[src/rtl/dat_phy.sv]
// Single-line SD DAT PHY: serialises a TX FIFO block onto DAT or deserialises DAT into the RX FIFO.
// Optional CRC16-CCITT on the data bits when DAT_PHY_CRC16_EN is defined.
//
// state    | meaning
// IDLE     | accepting strobe_in, line released
// LOAD     | pop first TX word, wait one cycle, capture it
// WR_START | drive start bit (0)
// WR_DATA  | shift block out MSB first, prefetch next word
// WR_CRC   | shift 16 CRC bits out (CRC build only)
// WR_END   | drive end bit (1)
// RD_WAIT  | wait for start bit, bounded by TIMEOUT
// RD_DATA  | shift block in, push each completed word
// RD_CRC   | receive and compare 16 CRC bits (CRC build only)
// RD_END   | check end bit
// DONE     | hold complete until ack_in
module dat_phy #(
  parameter int DATA_WIDTH  = 8,
  parameter int BLOCK_WORDS = 4,
  parameter int TIMEOUT     = 64
) (
  input  logic                  clock,
  input  logic                  reset,
  input  logic                  strobe_in,
  input  logic                  write_read,
  input  logic                  ack_in,
  output logic                  serial_ready,
  output logic                  complete,
  output logic                  ack_out,
  output logic                  data_error,
  output logic                  fifo_rd_en,
  input  logic [DATA_WIDTH-1:0] fifo_rd_data,
  input  logic                  fifo_empty,
  output logic                  fifo_wr_en,
  output logic [DATA_WIDTH-1:0] fifo_wr_data,
  input  logic                  fifo_full,
  output logic                  dat_out,
  output logic                  dat_oe,
  input  logic                  dat_in
);

  localparam int BW = (DATA_WIDTH > 1) ? $clog2(DATA_WIDTH) : 1;
  localparam int WW = (BLOCK_WORDS > 1) ? $clog2(BLOCK_WORDS) : 1;
  localparam int TW = (TIMEOUT > 1) ? $clog2(TIMEOUT) : 1;
  localparam logic [BW-1:0] BIT_LAST  = BW'(DATA_WIDTH - 1);
  localparam logic [BW-1:0] BIT_PEN   = BW'(DATA_WIDTH - 2);
  localparam logic [WW-1:0] WORD_LAST = WW'(BLOCK_WORDS - 1);
  localparam logic [TW-1:0] TMR_LOAD  = TW'(TIMEOUT - 1);

  typedef enum logic [3:0] {
    IDLE, LOAD, WR_START, WR_DATA, WR_CRC, WR_END,
    RD_WAIT, RD_DATA, RD_CRC, RD_END, DONE
  } state_t;

  state_t                  state_q, state_d;
  logic [BW-1:0]           bit_cnt_q, bit_cnt_d;
  logic [WW-1:0]           word_cnt_q, word_cnt_d;
  logic [TW-1:0]           tmr_q, tmr_d;
  logic [DATA_WIDTH-1:0]   sh_q, sh_d;
  logic                    under_q, under_d;
  logic                    err_q, err_d;
  logic                    ack_q, ack_d;
  logic                    wr_en_q, wr_en_d;
  logic [DATA_WIDTH-1:0]   wr_data_q, wr_data_d;

`ifdef DAT_PHY_CRC16_EN
  logic [15:0] crc_q, crc_d;
  logic [3:0]  crc_cnt_q, crc_cnt_d;

  function automatic logic [15:0] crc_step(input logic [15:0] c, input logic b);
    crc_step = {c[14:0], 1'b0} ^ ((c[15] ^ b) ? 16'h1021 : 16'h0000);
  endfunction
`endif

  always_comb begin
    state_d      = state_q;
    bit_cnt_d    = bit_cnt_q;
    word_cnt_d   = word_cnt_q;
    tmr_d        = tmr_q;
    sh_d         = sh_q;
    under_d      = under_q;
    err_d        = err_q;
    ack_d        = 1'b0;
    wr_en_d      = 1'b0;
    wr_data_d    = wr_data_q;
`ifdef DAT_PHY_CRC16_EN
    crc_d        = crc_q;
    crc_cnt_d    = crc_cnt_q;
`endif
    serial_ready = 1'b0;
    complete     = 1'b0;
    fifo_rd_en   = 1'b0;
    dat_oe       = 1'b0;
    dat_out      = 1'b1;

    case (state_q)
      IDLE: begin
        serial_ready = 1'b1;
        if (strobe_in) begin
          err_d      = 1'b0;
          under_d    = 1'b0;
          bit_cnt_d  = '0;
          word_cnt_d = '0;
          tmr_d      = TMR_LOAD;
`ifdef DAT_PHY_CRC16_EN
          crc_d      = '0;
          crc_cnt_d  = '0;
`endif
          state_d    = write_read ? LOAD : RD_WAIT;
        end
      end
      LOAD: begin
        dat_oe = 1'b1;
        // bit_cnt doubles as the pop/wait phase flag here
        if (bit_cnt_q == '0) begin
          if (fifo_empty) begin
            under_d = 1'b1;
            err_d   = 1'b1;
          end else begin
            fifo_rd_en = 1'b1;
          end
          bit_cnt_d = BW'(1);
        end else begin
          sh_d      = under_q ? '0 : fifo_rd_data;
          under_d   = 1'b0;
          bit_cnt_d = '0;
          state_d   = WR_START;
        end
      end
      WR_START: begin
        dat_oe  = 1'b1;
        dat_out = 1'b0;
        state_d = WR_DATA;
      end
      WR_DATA: begin
        dat_oe  = 1'b1;
        dat_out = sh_q[DATA_WIDTH-1];
`ifdef DAT_PHY_CRC16_EN
        crc_d   = crc_step(crc_q, sh_q[DATA_WIDTH-1]);
`endif
        if (bit_cnt_q == BIT_PEN && word_cnt_q != WORD_LAST) begin
          if (fifo_empty) begin
            under_d = 1'b1;
            err_d   = 1'b1;
          end else begin
            fifo_rd_en = 1'b1;
          end
        end
        if (bit_cnt_q == BIT_LAST) begin
          bit_cnt_d = '0;
          sh_d      = under_q ? '0 : fifo_rd_data;
          under_d   = 1'b0;
          if (word_cnt_q == WORD_LAST) begin
            word_cnt_d = '0;
`ifdef DAT_PHY_CRC16_EN
            state_d    = WR_CRC;
`else
            state_d    = WR_END;
`endif
          end else begin
            word_cnt_d = word_cnt_q + WW'(1);
          end
        end else begin
          bit_cnt_d = bit_cnt_q + BW'(1);
          sh_d      = {sh_q[DATA_WIDTH-2:0], 1'b0};
        end
      end
`ifdef DAT_PHY_CRC16_EN
      WR_CRC: begin
        dat_oe    = 1'b1;
        dat_out   = crc_q[15];
        crc_d     = {crc_q[14:0], 1'b0};
        crc_cnt_d = crc_cnt_q + 4'd1;
        if (crc_cnt_q == 4'd15) state_d = WR_END;
      end
`endif
      WR_END: begin
        dat_oe  = 1'b1;
        state_d = DONE;
      end
      RD_WAIT: begin
        if (!dat_in) begin
          bit_cnt_d  = '0;
          word_cnt_d = '0;
          state_d    = RD_DATA;
        end else if (tmr_q == '0) begin
          err_d   = 1'b1;
          state_d = DONE;
        end else begin
          tmr_d = tmr_q - TW'(1);
        end
      end
      RD_DATA: begin
        sh_d = {sh_q[DATA_WIDTH-2:0], dat_in};
`ifdef DAT_PHY_CRC16_EN
        crc_d = crc_step(crc_q, dat_in);
`endif
        if (bit_cnt_q == BIT_LAST) begin
          bit_cnt_d = '0;
          if (fifo_full) begin
            err_d = 1'b1;
          end else begin
            wr_en_d   = 1'b1;
            wr_data_d = {sh_q[DATA_WIDTH-2:0], dat_in};
          end
          if (word_cnt_q == WORD_LAST) begin
            word_cnt_d = '0;
`ifdef DAT_PHY_CRC16_EN
            state_d    = RD_CRC;
`else
            state_d    = RD_END;
`endif
          end else begin
            word_cnt_d = word_cnt_q + WW'(1);
          end
        end else begin
          bit_cnt_d = bit_cnt_q + BW'(1);
        end
      end
`ifdef DAT_PHY_CRC16_EN
      RD_CRC: begin
        if (dat_in != crc_q[15]) err_d = 1'b1;
        crc_d     = {crc_q[14:0], 1'b0};
        crc_cnt_d = crc_cnt_q + 4'd1;
        if (crc_cnt_q == 4'd15) state_d = RD_END;
      end
`endif
      RD_END: begin
        if (!dat_in) err_d = 1'b1;
        state_d = DONE;
      end
      DONE: begin
        complete = 1'b1;
        if (ack_in) begin
          ack_d   = 1'b1;
          state_d = IDLE;
        end
      end
      default: state_d = IDLE;
    endcase
  end

  always_ff @(posedge clock) begin
    if (reset) begin
      state_q    <= IDLE;
      bit_cnt_q  <= '0;
      word_cnt_q <= '0;
      tmr_q      <= '0;
      sh_q       <= '0;
      under_q    <= 1'b0;
      err_q      <= 1'b0;
      ack_q      <= 1'b0;
      wr_en_q    <= 1'b0;
      wr_data_q  <= '0;
`ifdef DAT_PHY_CRC16_EN
      crc_q      <= '0;
      crc_cnt_q  <= '0;
`endif
    end else begin
      state_q    <= state_d;
      bit_cnt_q  <= bit_cnt_d;
      word_cnt_q <= word_cnt_d;
      tmr_q      <= tmr_d;
      sh_q       <= sh_d;
      under_q    <= under_d;
      err_q      <= err_d;
      ack_q      <= ack_d;
      wr_en_q    <= wr_en_d;
      wr_data_q  <= wr_data_d;
`ifdef DAT_PHY_CRC16_EN
      crc_q      <= crc_d;
      crc_cnt_q  <= crc_cnt_d;
`endif
    end
  end

  assign ack_out      = ack_q;
  assign data_error   = err_q;
  assign fifo_wr_en   = wr_en_q;
  assign fifo_wr_data = wr_data_q;

endmodule

[config.mk]
export PLATFORM = sky130hd
export DESIGN_NAME = dat_phy
export DESIGN_NICKNAME = d
export VERILOG_FILES = /design/src/rtl/dat_phy.sv
export SDC_FILE = /design/constraint.sdc
export NUM_CORES = 1
export LEC_CHECK = 0
export BUFFER_PORTS_ARGS = -buffer_cell sky130_fd_sc_hd__clkbuf_2
export CELL_PAD_IN_SITES_DETAIL_PLACEMENT = 0
export CELL_PAD_IN_SITES_GLOBAL_PLACEMENT = 2
export CORE_MARGIN = 10
export CORE_UTILIZATION = 34
export CTS_CLUSTER_SIZE = 12
export DETAILED_ROUTE_END_ITERATION = 8
export PLACE_DENSITY_LB_ADDON = 0.05
export SKIP_LAST_GASP = 1
export SYNTH_ARGS = -nofsm -noshare
export SYNTH_HDL_FRONTEND = slang
export SYNTH_SLANG_ARGS = --single-unit
[constraint.sdc]
create_clock -name clock -period 2.3 [get_ports clock]
set_input_delay 0.23 -clock clock [delete_from_list [all_inputs] [get_ports clock]]
set_output_delay 0.23 -clock clock [all_outputs]
set_load 0.02 [all_outputs]
==> run_results.csv <==
group,metric,value,unit
outcome,status,"complete, no violations",
worst_setup_path,rr_startpoint,"state_q[2]$_SDFFE_PP0P_",
drt,via_count,1829,
pwr,vdd_drop_max,0.000499,V
final_layout,drive_gt1_frac,0.233,
pwr,pwr-share-clk,0.159,
clock_tree,htreeDepth,2,
logic_synthesis,syn_inst,245,
timing,setup_viol,0,
placement,post-dp-hpwl,4.27,mm
timing,final.setup_skew,0.00742,ns
worst_setup_path,cp_top_family,"flip-flops",
logic_synthesis,yosysTopAreaCell,"dfxtp_1",
worst_setup_path,slowest_delay,0.51,ns
worst_setup_path,rrSetupSlack,0.23,ns
drt,wire_per_inst,16.1,microns
placement,dpl_worst_slack,0.249,ns
clock_tree,cts_tree,"done",
drt,routed_wirelength,5.69,mm
drt,drt_iter0_markers,85,
timing,hold_viol_final,0,
placement,place_area,2320,sq um
clock_tree,cts-root-buf,"clkbuf_8",
pwr,p_sw_frac,0.443,
placement,dpl.cell_count,347,
timing,min_period,2.10,ns
worst_setup_path,worstPathMaxFanout,15,
worst_hold_path,min_to,"tmr_q[4]$_SDFFE_PP0P_",
timing,slew_headroom,0.558,
logic_synthesis,synth_common_cells,"35 x dfxtp_1, 27 x nor2_1, 25 x a21oi_1",
logic_synthesis,synth.area.top_cells,"dfxtp_1 34%, a21oi_1 6.0%, nor2_1 4.9%",
global_routing,grt_start_max_net_pins,28,
pwr,p_comb_frac,0.500,
logic_synthesis,ys_seq_elements,35,
floorplan,start_util,0.350,
timing,hold_slack,0.212,ns
pwr,leakage,0.948,nW
worst_hold_path,holdPathStages,2,
clock_tree,cts_setup_buffers,0,
floorplan,die_h,98.0,microns
logic_synthesis,netlist.area_leader.share,0.338,
global_routing,grt.overflow.total,0,
worst_hold_path,min_path_type,"in2reg",
logic_synthesis,avgSynthCellArea,8.45,sq um
drt,viasPerCell,5.17,
floorplan,std_cell_rows,28,
worst_setup_path,crit_buf_inv,2,
final_layout,finalNetCount,302,
drt,dr.pass1.iters,4,
worst_hold_path,holdCritStartpoint,"reset",
clock_tree,cts_buffers,5,
clock_tree,ctsResizeCount,0,
final_layout,postLayoutCellArea,2410,sq um
clock_tree,clockBufferDepth,2,
floorplan,ios,32,
drt,drc,0,
logic_synthesis,synth-edff-count,0,
global_routing,first_global_vias,1861,
worst_setup_path,reg2reg_depth,5,
timing,max_freq,0.475,GHz
logic_synthesis,ys_warn_count,0,
logic_synthesis,synth.yosys.seq_area_share,0.338,
clock_tree,clk_latency,0.28,ns
drt,antenna_left,0,
worst_setup_path,cp_data_arrival_time,1.87,ns
floorplan,core,5920,sq um
worst_setup_path,cp_slowest_cell,"dfxtp_1",
worst_setup_path,crit_path_end_kind,"output pin",
timing,setup-tns-final,0,ns
floorplan,die-width,98.0,microns
worst_setup_path,startpoint_type,"flip-flop",
timing,worstMarginPinSlew,0.663,ns
worst_setup_path,crit_path_cell_trace,"buf_4, nand2b_1, or3_1, a21oi_1, clkbuf_2",
job,maxCapViolations,0,
placement,place_congestion,0.788,
worst_setup_path,cp.required,2.07,ns
logic_synthesis,synthDistinctLibCells,52,
pwr,p_int,1.60,mW
worst_setup_path,rr_endpoint,"state_q[0]$_SDFFE_PP0P_",
clock_tree,hold_buffers,0,
clock_tree,clock_sinks,35,
global_routing,grt_pass1_wl,9.65,mm
timing,final.setup.worst_slack,0.195,ns
final_layout,insertedDiodeCount,0,
logic_synthesis,synthArstFlopShare,0,
pwr,power_frac_seq,0.341,
logic_synthesis,synth.most_common_cell,"dfxtp_1",
global_routing,antenna_found_initial,0,
logic_synthesis,synth_ff_type,"dfxtp_1",
logic_synthesis,netlist_area,2070,sq um
placement,port_buffers,31,
timing,finalCritPeriodShare,0.915,
final_layout,fin_cells,354,
floorplan,dieArea,9610,sq um
timing,rsz0062_at_grt,"false",
pwr,switchingPower,1.27,mW
worst_setup_path,worstSetupPathType,"reg2out",
logic_synthesis,synth_nets,268,
global_routing,grt_util_all_layers,0.119,
final_layout,area_growth,16.4,%
clock_tree,clk_pin_slew,0.07,ns
pwr,p_per_area,1190,nW/um^2
timing,drv_slew,0,
-- worst max-delay path by stage --
| stage | depth (start not counted) | startpoint | slack, ns | endpoint |
|---|---|---|---|---|
| after global routing | 5 | state_q[2]$_SDFFE_PP0P_ | 0.02 | tmr_q[0]$_SDFFE_PP0P_ |
| final | 5 | state_q[0]$_SDFFE_PP0P_ | 0.20 | fifo_rd_en |
| after CTS | 5 | state_q[0]$_SDFFE_PP0P_ | 0.17 | fifo_rd_en |
| after detailed placement | 5 | state_q[2]$_SDFFE_PP0P_ | 0.25 | state_q[0]$_SDFFE_PP0P_ |
| after floorplan | 5 | state_q[1]$_SDFFE_PP0P_ | 0.47 | fifo_rd_en |
| after global placement | 5 | state_q[2]$_SDFFE_PP0P_ | 0.22 | state_q[0]$_SDFFE_PP0P_ |
-- routing by layer --
| metal | track usage | routed length (microns) |
|---|---|---|
| met5 | 0 | 0 |
| met4 | 0.0302 | 42 |
| met3 | 0.0289 | 223 |
| met2 | 0.190 | 2570 |
| met1 | 0.156 | 2850 |
-- power groups by stage --
stage	clock, mW	sequential (mW)	combinational (mW)
final	0.457	0.982	1.44
after global routing	0.496	1.01	1.62
after CTS	0.475	0.983	1.45
after detailed placement	0	0.997	1.44
after global placement	0	0.999	1.44
after floorplan	0	0.895	1.17
-- state kept, by name (all words and copies together), names as in the netlist --
| signal | flops |
|---|---|
| state_q | 4 |
| under_q | 1 |
| fifo_wr_en | 1 |
| sh_q | 8 |
| data_error | 1 |
| fifo_wr_data | 8 |
| tmr_q | 6 |
| word_cnt_q | 2 |
| ack_out | 1 |
| bit_cnt_q | 3 |
-- metrics by stage --
step,power [mW],utilization
6_report,2.88,0.407
5_1_grt,3.13,0.407
4_1_cts,2.91,0.407
3_5_place_dp,2.43,0.392
3_3_place_gp,2.44,0.392
2_1_floorplan,2.07,-
-- cells by family (layout without fill, tap and decap cells) --
| family | Yosys count | count (layout) | synth area share |
|---|---|---|---|
| XOR/XNOR | 3 | 3 | 0.0127 |
| AND/OR/NAND/NOR | 89 | 89 | 0.248 |
| buffers and inverters | 29 | 63 | 0.0683 |
| adder cells (fa/ha/maj) | 7 | 7 | 0.0423 |
| multiplexers | 10 | 10 | 0.0483 |
| AO/OA/AOI/OAI | 72 | 72 | 0.242 |
| flip-flops | 35 | 35 | 0.338 |
-- layout make-up --
| cell class | count | area [sq um] |
|---|---|---|
| multi-input cells | 181 | 1230 |
| flip-flops and latches | 35 | 701 |
| clock buffers | 6 | 82.6 |
| repair buffers | 43 | 245 |
| inverters | 13 | 48.8 |
| well taps | 75 | 93.8 |
| clock inverters | 1 | 5.00 |
| fillers | 642 | 3510 |
-- cells in the final DEF, fill, tap and decap left out, types with 4 or more instances in the layout --
cell type  count
buf_4         12
or3_1          4
nor3_1         4
nand2b_1       6
clkbuf_2      31
a211oi_2       8
inv_1         13
nand3_1        4
a31oi_1        4
nor2_1        27
dfxtp_1       35
a311oi_1       4
mux2i_1       10
clkbuf_8       6
o21ai_0       12
a21oi_1       25
nand2_1       14
ha_1           7
nor3b_1        9
Power figures use the tool's default switching activity.
